$ cat src/rtl/aes_pkg.sv
// rtl/aes_pkg.sv - shared types and constants for the AES-128 round-key scheduler
package aes_pkg;

  localparam int NROUNDS       = 10;
  localparam int BYTES_PER_RK  = 16;
  localparam logic [7:0] RCON_EN_ALL = 8'hFF;

  localparam logic [3:0] BC_LAST  = 4'(BYTES_PER_RK - 1);
  localparam logic [3:0] TWO_END  = 4'd2;
  localparam logic [3:0] NORM_END = 4'd11;
  localparam logic [3:0] RK_LAST  = 4'(NROUNDS);

  typedef enum logic [2:0] {
    ST_LOAD  = 3'd0,
    ST_ONE   = 3'd1,
    ST_TWO   = 3'd2,
    ST_THREE = 3'd3,
    ST_NORM  = 3'd4,
    ST_SHIFT = 3'd5,
    ST_IDLE  = 3'd6,
    ST_DONE  = 3'd7
  } state_t;

  typedef struct packed {
    logic       sel_input;
    logic       sel_sbox;
    logic       sel_last_out;
    logic       sel_bit_out;
    logic [7:0] rcon_en;
  } ke_ctrl_t;

  localparam ke_ctrl_t CTRL_IDLE = '{1'b0, 1'b1, 1'b0, 1'b0, 8'h00};

  // Datapath mux/rcon pattern presented while the scheduler sits in a given state.
  function automatic ke_ctrl_t ctrl_for(input state_t s);
    ke_ctrl_t c;
    c = CTRL_IDLE;
    case (s)
      ST_ONE:   c = '{1'b1, 1'b1, 1'b0, 1'b1, RCON_EN_ALL};
      ST_TWO:   c = '{1'b1, 1'b1, 1'b0, 1'b1, 8'h00};
      ST_THREE: c = '{1'b1, 1'b0, 1'b0, 1'b1, 8'h00};
      ST_NORM:  c = '{1'b1, 1'b0, 1'b1, 1'b1, 8'h00};
      ST_SHIFT: c = '{1'b1, 1'b0, 1'b1, 1'b0, 8'h00};
      default:  c = CTRL_IDLE;
    endcase
    return c;
  endfunction

endpackage

$ cat src/rtl/aes_rk_store.sv
// rtl/aes_rk_store.sv - 11x128 round-key array with byte write port and MSB-first read shifter
module aes_rk_store
  import aes_pkg::*;
(
  input  logic       clk,
  input  logic       rst,
  input  logic       wr_en,
  input  logic [3:0] wr_round,
  input  logic [3:0] wr_idx,
  input  logic [7:0] wr_data,
  input  logic       rd_load,
  input  logic [3:0] rd_round,
  input  logic       rd_shift,
  output logic [7:0] rd_byte
);

  logic [127:0] mem [NROUNDS+1];
  logic [127:0] sh;
  logic [6:0]   wr_lo;

  // Byte 0 lands in bits 127:120, so the low bit offset is 8*(15-idx).
  assign wr_lo = {~wr_idx, 3'b000};

  always_ff @(posedge clk) begin
    if (wr_en && (wr_round <= RK_LAST)) begin
      mem[wr_round][wr_lo +: 8] <= wr_data;
    end
  end

  // Shifting in zeros leaves the shifter empty once the 16th byte has gone out.
  always_ff @(posedge clk or posedge rst) begin
    if (rst) begin
      sh <= '0;
    end else if (rd_load) begin
      sh <= mem[rd_round];
    end else if (rd_shift) begin
      sh <= {sh[119:0], 8'h00};
    end
  end

  assign rd_byte = sh[127:120];

endmodule

$ cat src/rtl/aes_round_key_scheduler.sv
// rtl/aes_round_key_scheduler.sv - sequences keyExpansion_8bit over 11 rounds and serves stored round keys
module aes_round_key_scheduler
  import aes_pkg::*;
(
  input  logic       clk,
  input  logic       rst,
  input  logic       start,
  input  logic [7:0] key_in,
  output logic [7:0] ke_key_byte,
  input  logic [7:0] ke_round_key,
  output logic       ke_select_input,
  output logic       ke_select_sbox,
  output logic       ke_select_last_out,
  output logic       ke_select_bit_out,
  output logic [7:0] ke_rcon_en,
  output logic [3:0] ke_round,
  output logic       busy,
  output logic       keys_ready,
  input  logic       rk_req,
  input  logic [3:0] rk_round,
  output logic       rk_valid,
  output logic [7:0] rk_byte,
  output logic       rk_last,
  output logic       rk_err
);

  state_t     state;
  state_t     state_n;
  ke_ctrl_t   ctrl;
  logic [3:0] bc;
  logic [3:0] rk_cnt;
  logic       expanding;
  logic       last_round;
  logic       serve_busy;
  logic       start_acc;
  logic       rk_acc;

  assign expanding  = (state != ST_IDLE) && (state != ST_DONE);
  assign last_round = (ke_round == RK_LAST);
  assign serve_busy = rk_valid && !rk_last;
  assign start_acc  = start && ((state == ST_IDLE) || (state == ST_DONE)) && !serve_busy;
  // A start in the same cycle takes precedence, so the request is refused.
  assign rk_acc     = rk_req && keys_ready && (rk_round <= RK_LAST) && !serve_busy && !start_acc;

  always_comb begin
    state_n = state;
    if (start_acc) begin
      state_n = ST_LOAD;
    end else begin
      case (state)
        ST_LOAD:  if (bc == BC_LAST) state_n = ST_ONE;
        ST_ONE:   state_n = ST_TWO;
        ST_TWO:   if (bc == TWO_END) state_n = ST_THREE;
        ST_THREE: state_n = ST_NORM;
        ST_NORM:  if (bc == NORM_END) state_n = ST_SHIFT;
        ST_SHIFT: if (bc == BC_LAST) state_n = last_round ? ST_DONE : ST_ONE;
        default:  state_n = state;
      endcase
    end
  end

  always_ff @(posedge clk or posedge rst) begin
    if (rst) begin
      state      <= ST_IDLE;
      ctrl       <= CTRL_IDLE;
      bc         <= 4'd0;
      ke_round   <= 4'd0;
      busy       <= 1'b0;
      keys_ready <= 1'b0;
    end else begin
      state <= state_n;
      ctrl  <= ctrl_for(state_n);
      if (start_acc) begin
        bc         <= 4'd0;
        ke_round   <= 4'd0;
        busy       <= 1'b1;
        keys_ready <= 1'b0;
      end else if (expanding) begin
        bc <= bc + 4'd1;
        if ((bc == BC_LAST) && !last_round) begin
          ke_round <= ke_round + 4'd1;
        end
        if (state_n == ST_DONE) begin
          busy <= 1'b0;
        end
      end else if (state == ST_DONE) begin
        keys_ready <= 1'b1;
      end
    end
  end

  always_ff @(posedge clk or posedge rst) begin
    if (rst) begin
      rk_valid <= 1'b0;
      rk_last  <= 1'b0;
      rk_err   <= 1'b0;
      rk_cnt   <= 4'd0;
    end else begin
      rk_err <= rk_req && !rk_acc;
      if (rk_acc) begin
        rk_valid <= 1'b1;
        rk_last  <= 1'b0;
        rk_cnt   <= 4'd0;
      end else if (rk_valid) begin
        rk_cnt  <= rk_cnt + 4'd1;
        rk_last <= (rk_cnt == BC_LAST - 4'd1);
        if (rk_cnt == BC_LAST) begin
          rk_valid <= 1'b0;
        end
      end
    end
  end

  aes_rk_store u_store (
    .clk      (clk),
    .rst      (rst),
    .wr_en    (expanding),
    .wr_round (ke_round),
    .wr_idx   (bc),
    .wr_data  ((state == ST_LOAD) ? key_in : ke_round_key),
    .rd_load  (rk_acc),
    .rd_round (rk_round),
    .rd_shift (rk_valid),
    .rd_byte  (rk_byte)
  );

  assign ke_key_byte        = (state == ST_LOAD) ? key_in : 8'h00;
  assign ke_select_input    = ctrl.sel_input;
  assign ke_select_sbox     = ctrl.sel_sbox;
  assign ke_select_last_out = ctrl.sel_last_out;
  assign ke_select_bit_out  = ctrl.sel_bit_out;
  assign ke_rcon_en         = ctrl.rcon_en;

endmodule

$ cat config.mk
export PLATFORM = sky130hd
export DESIGN_NAME = aes_round_key_scheduler
export DESIGN_NICKNAME = d
export VERILOG_FILES = /design/src/rtl/aes_pkg.sv /design/src/rtl/aes_rk_store.sv /design/src/rtl/aes_round_key_scheduler.sv
export SDC_FILE = /design/constraint.sdc
export NUM_CORES = 2
export LEC_CHECK = 0
export CORE_MARGIN = 4
export CORE_UTILIZATION = 52
export DETAILED_ROUTE_END_ITERATION = 12
export GPL_ROUTABILITY_DRIVEN = 0
export PLACE_DENSITY = 0.68
export SYNTH_ARGS = -nofsm -noshare
export SYNTH_HDL_FRONTEND = slang
export SYNTH_SLANG_ARGS = --single-unit
$ cat constraint.sdc
create_clock -name clk -period 9.3 [get_ports clk]
set_input_delay 1.86 -clock clk [delete_from_list [all_inputs] [get_ports clk]]
set_output_delay 1.86 -clock clk [all_outputs]
set_load 0.05 [all_outputs]
* Word-level counts from Yosys, hierarchy flattened
Memory sizes are Yosys's and may differ from the RTL's.
Index checks and enable logic that the tools add are counted.
** Cells by class
- $add $sub $neg :: 4
- Magnitude comparators :: 2
- Equality and inequality tests :: 22
- Shifts and indexed selects :: 2
- Mux-type cells :: 32
- Bitwise logic cells :: 1
- Reductions and logical operators :: 26
** Operators by type and width (count)
- two-way mux 128 bit :: 3
- variable shift 8 x 9 -> 128 bit (first input constant) :: 1
- indexed part select 8 x 9 -> 128 bit :: 1
- case mux 12 bit (5 select lines) :: 1
- two-way mux 4 bit :: 7
- equality test 3 bit (second input constant) :: 7
- equality test 4 bit (second input constant) :: 5
- two-way mux 3 bit :: 6
- case mux 3 bit (6 select lines) :: 1
- two-way mux 8 bit :: 2
- adder 4 x 1 -> 4 bit (second input constant) :: 3
- equality test 3 x 2 -> 1 bit (second input constant) :: 4
- two-way mux 1 bit :: 12
- logical AND 1 bit :: 11
- nonzero test 2 bit :: 5
- negation 7 -> 9 bit :: 1
- <= comparator 4 bit (second input constant) :: 2
- equality test 3 x 1 -> 1 bit (second input constant) :: 2
- inequality test 3 bit (second input constant) :: 2
- AND reduction 2 bit :: 3
- zero test 1 bit :: 5
- equality test 4 x 2 -> 1 bit (second input constant) :: 1
- inverter 4 bit :: 1
- zero test 3 bit :: 1
- 2 further kinds :: 2
** Storage, ports and cells
- Register bits :: 160
- RAM bits :: 1408
- Input bits :: 24
- Output and inout port bits :: 37
- Word-level logic and storage cells :: 105
- Memories :: 1
** Memories
- u_store.mem :: words 11, bits a word 128, read ports 1, clocked after Yosys merged registers in 0, wr ports 1, line aes_rk_store.sv:17 : logic [127:0] mem [NROUNDS+1];

* Logic depth before layout (Yosys ltp)
- Depth after elaboration :: 9
- Mapped depth :: 9
- Gate-level depth less buffers :: 6

* Cells and area by module
Synthesis repeated with hierarchy kept, for this count alone.
** Second synthesis, totals
- Cells, all modules :: 3471
- Area, all modules :: 61854.3 sq um
** Modules (own cells, without submodules)
- aes_rk_store :: instances 1, cells each 3317, area each 60331.6 sq um, seq. area each 45483.6 sq um
- aes_round_key_scheduler :: instances 1, cells each 154, area each 1522.7 sq um, seq. area each 629.4 sq um

* Least setup slack after synthesis
OpenSTA, ideal clock, no wires.
- Path kind :: in2out
- Start :: input key_in[0]
- End :: output ke_key_byte[0]
- Data arrival time :: 2.298 ns
- Required time :: 7.440 ns
- Setup slack :: 5.142 ns
- Cell stages on the path :: 1
- Path buffers :: 0
- Cell sequence :: and2_1
** Between the ends
- Longest elaborated chain between the ends :: 1
** Ends and longest elaborated chain
- from (decl) :: line aes_round_key_scheduler.sv:8 : input logic [7:0] key_in,
- two-way mux 8 bit :: line aes_round_key_scheduler.sv:127 : assign ke_key_byte = (state == ST_LOAD) ? key_in : 8'h00;
- to (decl) :: line aes_round_key_scheduler.sv:9 : output logic [7:0] ke_key_byte,
No other way between the ends.

* Worst setup path in the final report
- Start :: register state[0]
- End :: output ke_key_byte[2]
** Between the ends
- Longest elaborated chain between the ends :: 2
** Ends and longest elaborated chain
- from (decl) :: line aes_round_key_scheduler.sv:27 : state_t state;
- from (signal assigned) :: line aes_round_key_scheduler.sv:71 : state <= state_n;
- zero test 3 bit :: line aes_round_key_scheduler.sv:127
- two-way mux 8 bit :: line aes_round_key_scheduler.sv:127
No other way between the ends.

==> metrics.csv <==
metric,value,unit
status,"complete, no violations",
CP bufs+invs,1,
mean cell area of the mapped netlist,18.4,um2
Finished Core Util,59.2,%
"commonest non-fill, non-tap cell in the layout",edfxtp_1,
initial DRC count,3740,
Pins Over Slew Limit,0,
IO buf count,60,
asr flop ratio synth,9.80,%
most frequent cells in the layout,"1408 x edfxtp_1, 488 x mux2i_1, 256 x mux4_2",
Multi-input gate area,0.0163,mm2
period utilisation layout,56.2,%
die footprint,0.128,mm2
DR pass1 iterations,7,
final setup fails,0,
complex-gate fraction of the synthesized area,1.67,%
share of layout cells above drive strength 1,22.4,%
post_cts resized,0,
Max Freq,191,MHz
CP cell instances,nor3_1 -> and2_1 -> clkdlybuf4s50_1,
CP max FO,9,
simple-gate portion of the synthesized area,3.89,%
Post-Synthesis Cells,3447,
Root Buffer,clkbuf_16,
DR WL/cell,28.8,um
multiplexer share of the synthesized area,19.3,%
Post-DP HPWL,91.1,mm
Post-synth EDFFs,1408,
Setup CP Type,flip-flop to output pin,
"Cell Area, Placed",0.0660,mm2
Register Area,0.0461,mm2
initial antenna violation count,3,
post-synthesis cell type count,57,
Inst Count DP,4986,
largest net degree at the start of global routing,169,
top_reg_cell synth,edfxtp_1,
critical path's slowest cell,nor3_1,
min-delay worst type,flip-flop to flip-flop,
Synth Area in Adders,0.197,%
Die Span Y,357,um
Max IR drop VDD,179,uV
clock net sink count,1561,
pwr dens,222,mW/mm2
CTS tree,yes,
Cell Rows,127,
"flops & latches, synth",1561,
post-synthesis xor/xnor area fraction,0.110,%
DRC,0,
die width,357,um
Synth area leader,edfxtp_1,
TNS Setup,0,ns
post-route insts no fill,5287,
RSZ-0062 raised after global routing,false,
number of max-cap violations,0,
Top Ports,61,
clock latency on the worst-skew pair,0.76,ns
cts bufs inserted,158,
Overall Global Routing Usage,24.1,%
Hold Buf Count CTS,0,
YS warnings,0,
clk_skew,0.0278,ns
Initial Util,52.6,%
Least-Margin Pin Slew,1.28,ns
Mapped Nets,3481,
first-pass GRT wire length,224,mm
CP startpoint kind,flip-flop,
Clock transition at path regs,0.06,ns
Layout fillers,8688,
grt ovf,0,
main combinational cell family by area after synthesis,multiplexers,
"Hold Vio Cnt, Final",0,
Pleak,24.5,nW
Post-Syn Area,0.0634,mm2
"top cells by area, synth","edfxtp_1 67%, mux4_2 9.1%, mux2i_1 7.7%",
WHS,0.565,ns
data required time of the worst path,7.44,ns
Final nets,3568,
"slowest stage delay, CP",0.97,ns
area share of the largest cell type after synthesis,66.7,%
crit-path leading delay family,simple AND/OR/NAND/NOR gates,
CTS Buffer Depth,3,
post-CTS setup buffer count,0,
Vias,32700,
Vias/cell,6.19,
Final min period,5.23,ns
H-tree depth,4,
Worst slew margin,13.7,%
antenna-violating nets left,0,
Worst EP arrival,3.37,ns
Critical Path End Type,output pin,
DRT Wirelength,152,mm
post-synthesis sequential area ratio,72.7,%
Layout area overhead,12.4,%
vias in the first global route,33300,
core box area,0.120,mm2
Finished Cell Area,0.0713,mm2
[worst register-to-register path, delay by kind of cell, from the launching register on]
kind,cells,cell delay (ns)
adder cells (fa/ha/maj),1,0.40
buffers and inverters,3,1.41
flip-flops,1,0.34
AND/OR/NAND/NOR,2,1.95
[cell type report]
cell class	count	share of cell area (%)
repair buffers	173	2.12
clock buffers	215	6.13
well taps	1612	2.83
clock inverters	83	1.23
flip-flops and latches	1561	64.7
inverters	11	0.0650
multi-input cells	1629	22.9
diodes	3	0.0105
[worst paths after layout]
path	start	to	slack, ns	cells past startpoint
setup reg to reg	bc[0]$_DFFE_PP0P_	u_store.mem[10][45]$_DFFE_PP_	4.82	6
max in group asynchronous	rst	rk_valid$_DFF_PP0_	6.52	3
hold reg to reg	u_store.sh[63]$_DFFE_PP0P_	u_store.sh[63]$_DFFE_PP0P_	0.56	2
min in group asynchronous	rst	u_store.sh[33]$_DFFE_PP0P_	1.64	2
hold / removal	u_store.sh[63]$_DFFE_PP0P_	u_store.sh[63]$_DFFE_PP0P_	0.56	2
setup / recovery	state[0]$_DFF_PP0_	ke_key_byte[2]	4.07	3
[per-stage QoR]
stage | setup WS (ns) | power (mW)
after floorplan | 3.32 | 9.14
after global placement | 3.47 | 9.59
after detailed placement | 3.40 | 9.63
after CTS | 4.05 | 15.9
after global routing | 3.92 | 16.4
final | 4.07 | 15.8
[logic make-up after synthesis]
logic type,after synthesis
multiplexers,883
buffers and inverters,257
XOR/XNOR,8
AND/OR/NAND/NOR,540
adder cells (fa/ha/maj),10
AO/OA/AOI/OAI,188
flip-flops,1561
[Yosys cell counts (26+ instances only)]
| library cell | count |
|---|---|
| mux2i_1 | 489 |
| edfxtp_1 | 1408 |
| clkbuf_1 | 98 |
| nand2_1 | 143 |
| dfrtp_1 | 150 |
| o21ai_0 | 124 |
| mux2_2 | 137 |
| buf_2 | 67 |
| buf_4 | 31 |
| mux4_2 | 256 |
| nor2_1 | 148 |
| buf_6 | 26 |
| nor3_1 | 163 |
[metal layers]
metal  global-route usage, %  up-vias  part of all wire, %
met2                    38.9     1545                   49
li1                        -    13900                    -
met4                    7.18        0                  2.8
met1                    33.5    17000                   40
met5                       0        -                    0
met3                    5.27      277                  8.8
[registers in the layout, indices dropped and copies added (netlist names), 3 cells and up]
| name | cells |
|---|---|
| u_store.sh | 128 |
| u_store.mem | 1408 |
| state | 3 |
| bc | 4 |
| ke_round | 4 |
| rk_cnt | 4 |
[where the power goes]
group          switching, mW  leakage [nW]  total, mW  internal (mW)
clock network           2.62          2.56       6.35           3.73
logic                  0.766          6.95       1.39          0.623
registers              0.292          15.0       8.10           7.81
Note: power is estimated with default switching activity, not from simulation.
